==> src/rtl/up_down_counter_param.sv <==
// rtl/up_down_counter_param.sv - parametrised up/down counter with programmable bound, step, wrap/saturate mode and sticky flags
module up_down_counter_param #(
  parameter int WIDTH       = 8,
  parameter bit SAT_DEFAULT = 1'b0
) (
  input  logic             clk,
  input  logic             RST,
  input  logic             ENABLE,
  input  logic             UPDN,
  input  logic             LOAD,
  input  logic [WIDTH-1:0] LOAD_VALUE,
  input  logic [WIDTH-1:0] LIMIT,
  input  logic [WIDTH-1:0] STEP,
  input  logic             MODE_WE,
  input  logic             MODE_SAT,
  input  logic             CLR_FLAGS,
  output logic [WIDTH-1:0] VALUE,
  output logic             TC,
  output logic             AT_MAX,
  output logic             AT_ZERO,
  output logic             OVF,
  output logic             UNF,
  output logic             SAT
);

  localparam logic [WIDTH:0] ONE = {{WIDTH{1'b0}}, 1'b1};

  logic [WIDTH-1:0] r_value;
  logic             r_tc;
  logic             r_ovf;
  logic             r_unf;
  logic             r_sat;

  logic [WIDTH-1:0] w_step;
  logic [WIDTH-1:0] w_load;
  logic [WIDTH:0]   w_v;
  logic [WIDTH:0]   w_lim;
  logic [WIDTH:0]   w_lim_p1;
  logic [WIDTH:0]   w_s;
  logic [WIDTH:0]   w_up_sum;
  logic [WIDTH:0]   w_up_wrap;
  logic [WIDTH:0]   w_down_wrap;
  logic [WIDTH-1:0] w_next;
  logic             w_tc;
  logic             w_set_ovf;
  logic             w_set_unf;

  assign w_step      = (STEP > LIMIT) ? LIMIT : STEP;
  assign w_load      = (LOAD_VALUE > LIMIT) ? LIMIT : LOAD_VALUE;
  // One extra bit keeps value+step and value+limit+1 from truncating.
  assign w_v         = {1'b0, r_value};
  assign w_lim       = {1'b0, LIMIT};
  assign w_s         = {1'b0, w_step};
  assign w_lim_p1    = w_lim + ONE;
  assign w_up_sum    = w_v + w_s;
  assign w_up_wrap   = w_up_sum - w_lim_p1;
  assign w_down_wrap = w_v + w_lim_p1 - w_s;

  always_comb begin
    w_next    = r_value;
    w_tc      = 1'b0;
    w_set_ovf = 1'b0;
    w_set_unf = 1'b0;
    if (LOAD) begin
      w_next = w_load;
    end else if (ENABLE) begin
      if (w_v > w_lim) begin
        // Only reachable after LIMIT was lowered below the current count.
        w_next    = r_sat ? LIMIT : '0;
        w_tc      = 1'b1;
        w_set_ovf = UPDN;
        w_set_unf = ~UPDN;
      end else if (w_s != '0) begin
        if (UPDN) begin
          if (w_up_sum > w_lim) begin
            w_next    = r_sat ? LIMIT : w_up_wrap[WIDTH-1:0];
            w_tc      = 1'b1;
            w_set_ovf = 1'b1;
          end else begin
            w_next = w_up_sum[WIDTH-1:0];
          end
        end else begin
          if (w_v < w_s) begin
            w_next    = r_sat ? '0 : w_down_wrap[WIDTH-1:0];
            w_tc      = 1'b1;
            w_set_unf = 1'b1;
          end else begin
            w_next = r_value - w_step;
          end
        end
      end
    end
  end

  always_ff @(posedge clk or posedge RST) begin
    if (RST) begin
      r_value <= '0;
      r_tc    <= 1'b0;
      r_ovf   <= 1'b0;
      r_unf   <= 1'b0;
      r_sat   <= SAT_DEFAULT;
    end else begin
      r_value <= w_next;
      r_tc    <= w_tc;
      r_ovf   <= w_set_ovf | (r_ovf & ~CLR_FLAGS);
      r_unf   <= w_set_unf | (r_unf & ~CLR_FLAGS);
      if (MODE_WE) begin
        r_sat <= MODE_SAT;
      end
    end
  end

  assign VALUE   = r_value;
  assign TC      = r_tc;
  assign OVF     = r_ovf;
  assign UNF     = r_unf;
  assign SAT     = r_sat;
  assign AT_MAX  = (r_value == LIMIT);
  assign AT_ZERO = (r_value == '0);

endmodule

==> config.mk <==
export PLATFORM = sky130hd
export DESIGN_NAME = up_down_counter_param
export DESIGN_NICKNAME = d
export VERILOG_FILES = /design/src/rtl/up_down_counter_param.sv
export SDC_FILE = /design/constraint.sdc
export NUM_CORES = 1
export LEC_CHECK = 0
export CAP_MARGIN = 40
export CORE_MARGIN = 1.5
export CORE_UTILIZATION = 50
export DETAILED_ROUTE_END_ITERATION = 12
export PLACE_DENSITY = 0.79
export SYNTH_ARGS = -nofsm -noshare
export SYNTH_HDL_FRONTEND = slang
export SYNTH_SLANG_ARGS = --single-unit
==> constraint.sdc <==
create_clock -name clk -period 3.78 [get_ports clk]
set_input_delay 0.756 -clock clk [delete_from_list [all_inputs] [get_ports clk]]
set_output_delay 0.756 -clock clk [all_outputs]
set_load 0.01 [all_outputs]
==> results of run 1 <==
[what timing repair did]
action	CTS	global route
setup endpoints to repair	11	12
cloned	0	0
buffers inserted	28	18
pin swaps	40	39
hold buffers	0	0
resized for setup	105	46
[per-layer routing]
layer  wire (µm)  vias to the layer above
met5           0                        -
met4        1350                        0
met3        1680                      111
met2        7580                      322
met1        5740                     2162
li1            -                     2062
[power breakdown]
group / total, mW / switching [mW] / internal (mW)
logic: 5.18 / 2.56 / 2.61
registers: 0.265 / 0.0880 / 0.177
clock network: 0.144 / 0.0514 / 0.0922
total: 5.58 / 2.70 / 2.88
[layout make-up]
class,count,share of cell area [%]
clock buffers,4,0.949
inverters,47,3.30
multi-input cells,382,59.6
flip-flops and latches,12,5.17
well taps,96,2.07
repair buffers,205,28.9
[through the flow]
stage	hold slack (ns)	cells	area, µm²
finish	0.524	746	5800
floorplan	0.548	456	3730
CTS	0.535	736	5580
global route	0.570	746	5800
detailed placement	0.524	705	5100
global placement	0.500	705	5100
[worst min-delay path, delay by kind of cell, from the launching register on]
family | cells | cell delay [ns]
buffers and inverters | 1 | 0.05
AO/OA/AOI/OAI | 1 | 0.07
flip-flops | 1 | 0.35
[logic make-up (layout without fill, tap and decap cells)]
group	count (synthesis)	after routing	synth area share [%]
AOI/OAI and AO/OA	137	137	26.8
and+or+nand+nor	129	129	17.7
adders and majority gates	76	76	29.0
buffers and inverters	62	256	6.96
xor gates and xnor gates	28	28	7.31
muxes	12	12	3.81
DFF	12	12	8.47
[state kept, by name, indices dropped and copies added, names as in the netlist]
register	flops
TC	1
UNF	1
VALUE	8
OVF	1
SAT	1
[Yosys cell counts, drive strengths merged, types with 3 or more instances]
master	count
nand2	35
clkbuf	9
nand2b	3
or3	3
o21ai	29
buf	6
a31oi	4
ha	66
a211oi	6
o211ai	8
a311oi	4
inv	47
fa	10
nand4	6
mux2i	3
o21bai	5
o31ai	4
mux2	9
a22oi	3
a21oi	34
o22ai	5
a211o	3
xnor2	21
nand3	18
nor3	12
nor2b	7
dfrtp	12
xor2	6
nor4	4
o21a	5
a21o	8
nor2	29
or2	3
[final timing paths]
check	end	cells after the start	slack, ns
worst max-delay path	VALUE[0]$_DFFE_PP0P_	25	-1.53
worst min-delay path	UNF$_DFF_PP0_	2	0.52
worst max register to register	VALUE[0]$_DFFE_PP0P_	16	-0.08
worst min register to register	UNF$_DFF_PP0_	2	0.52
max in group asynchronous	VALUE[2]$_DFFE_PP0P_	2	2.63
min in group asynchronous	OVF$_DFF_PP0_	2	0.83
==> impl_results.md, run 1 <==
- Max_slew headroom: 56.2%
- CP max FO: 6
- Global Route Usage Sum: 42.6%
- Layout Area Growth over Synthesis: 63.8%
- Chip Width: 87.2 µm
- Setup Slack @ Placement: -2.43 ns
- Met3 GRT Util: 10.0%
- CTS buffer count: 3
- Worst IR Drop VDD: 0.000818 V
- Final ANT Viol Nets: 0
- Die area: 0.00760 mm²
- Met2 Use GR: 74.5%
- Initial DRC count: 402
- CTS root buffer: clkbuf_8
- Most frequent cells in the layout: buf_4 (147), ha_1 (47), inv_1 (36)
- Initial antenna violation count: 0
- Final Util: 84.9%
- Yosys cell types: 62
- Multi-input logic area: 0.00346 mm²
- Routability cong.: 1.01
- Starting density of the core: 51.9%
- DIE HEIGHT: 87.2 µm
- N_diodes: 0
- Largest net degree at the start of global routing: 19
- Final Setup Violations: 11
- Synthesized area: 0.00354 mm²
- Status: finished with violations
- Total core area: 0.00683 mm²
- Req. time, crit path: 3.91 ns
- Commonest non-fill, non-tap cell in the layout: buf_4
- Share of layout cells above drive strength 1: 40.9%
- Area share of the largest cell type after synthesis: 23.3%
- Global-route wire length before repair: 24.3 mm
- Max-cap viol count: 0
- Worst skew pair latency: 0.24 ns
- Worst setup margin: -1.53 ns
- Htree depth: 1
- EDFF count, synth: 0
- Slowest cell on the critical path: fa_2
- Io pins: 46
- Number of fill cells in the layout: 386
- F_max: 188 MHz
- Met1 Usage GRT: 46.9%
- Post-synthesis sequential area ratio: 8.47%
- Hold Startpoint: UNF$_DFF_PP0_
- Area leader, netlist: ha_1
- Synth Area per Inst: 7.77 µm²
- Overall power: 5.58 mW
- Failing checks: negative setup slack
- Rows: 30
- Worst-case clock buffer depth: 2
- Leakage power: 2.72 nW
- WS Path Type: in2reg
- Hpwl dp: 11.4 mm
- Hold Crit Class: reg2reg
- WP buf/inv: 7
- Post-synth top flop: dfrtp_1
- Global route overflow: 0
- CP top delay family: compound AO/OA/AOI/OAI gates
- Largest cells by area after synthesis: ha_1 (23%), dfrtp_1 (8.5%), fa_1 (5.6%), xnor2_1 (5.2%), inv_1 (5.0%)
- Setup crit start kind: primary input
- Fin. Hold Viols: 0
- Pwr/cell area: 962 mW/mm²
- Syn Nets: 564
- WP data arrival: 5.44 ns
- CTS tree: built
- Final nets: 759
- CP startpoint: LIMIT[4]
- Synth warnings: 0
- Synthesized netlist cell count: 456
- Post-layout min period: 5.31 ns
- Clock Skew: 0.00311 ns
- Max-slew violations: 0
- RSZ-0062 raised after global routing: yes
- Post-route DRC violation count: 0
- Register area: 300 µm²
- Vias in the first global route: 4682
- Worst path max stage delay: 0.37 ns
- Seq cells post-synth: 12
- Vias: 4657
- Pre-antenna DRT Iters: 5
- Worst-path clk slew: 0.06 ns
- Clk sinks: 12
- DR WL/cell: 21.9 µm
- GR peak layer: met2
- DR vias/cell: 6.24
- Tcrit/Tclk final: 140%
- Port Buffers: 45
- Ys async rst share: 100%
- Setup TNS Final: -14.93 ns
- Routed WL: 16.4 mm
- RR Startpoint: VALUE[1]$_DFFE_PP0P_
- Worst-Margin Slew: 0.658 ns
- Worst Setup End Kind: flop
Power figures use the tool's default switching activity.
==> run 2: changes to the inputs <==
--- a/config.mk
+++ b/config.mk
@@ -5,7 +5,6 @@
 export SDC_FILE = /design/constraint.sdc
 export NUM_CORES = 1
 export LEC_CHECK = 0
-export CAP_MARGIN = 40
 export CORE_MARGIN = 1.5
 export CORE_UTILIZATION = 50
 export DETAILED_ROUTE_END_ITERATION = 12
==> results of run 2 <==
Final layout, timing and power as in run 1 (identical DEF).
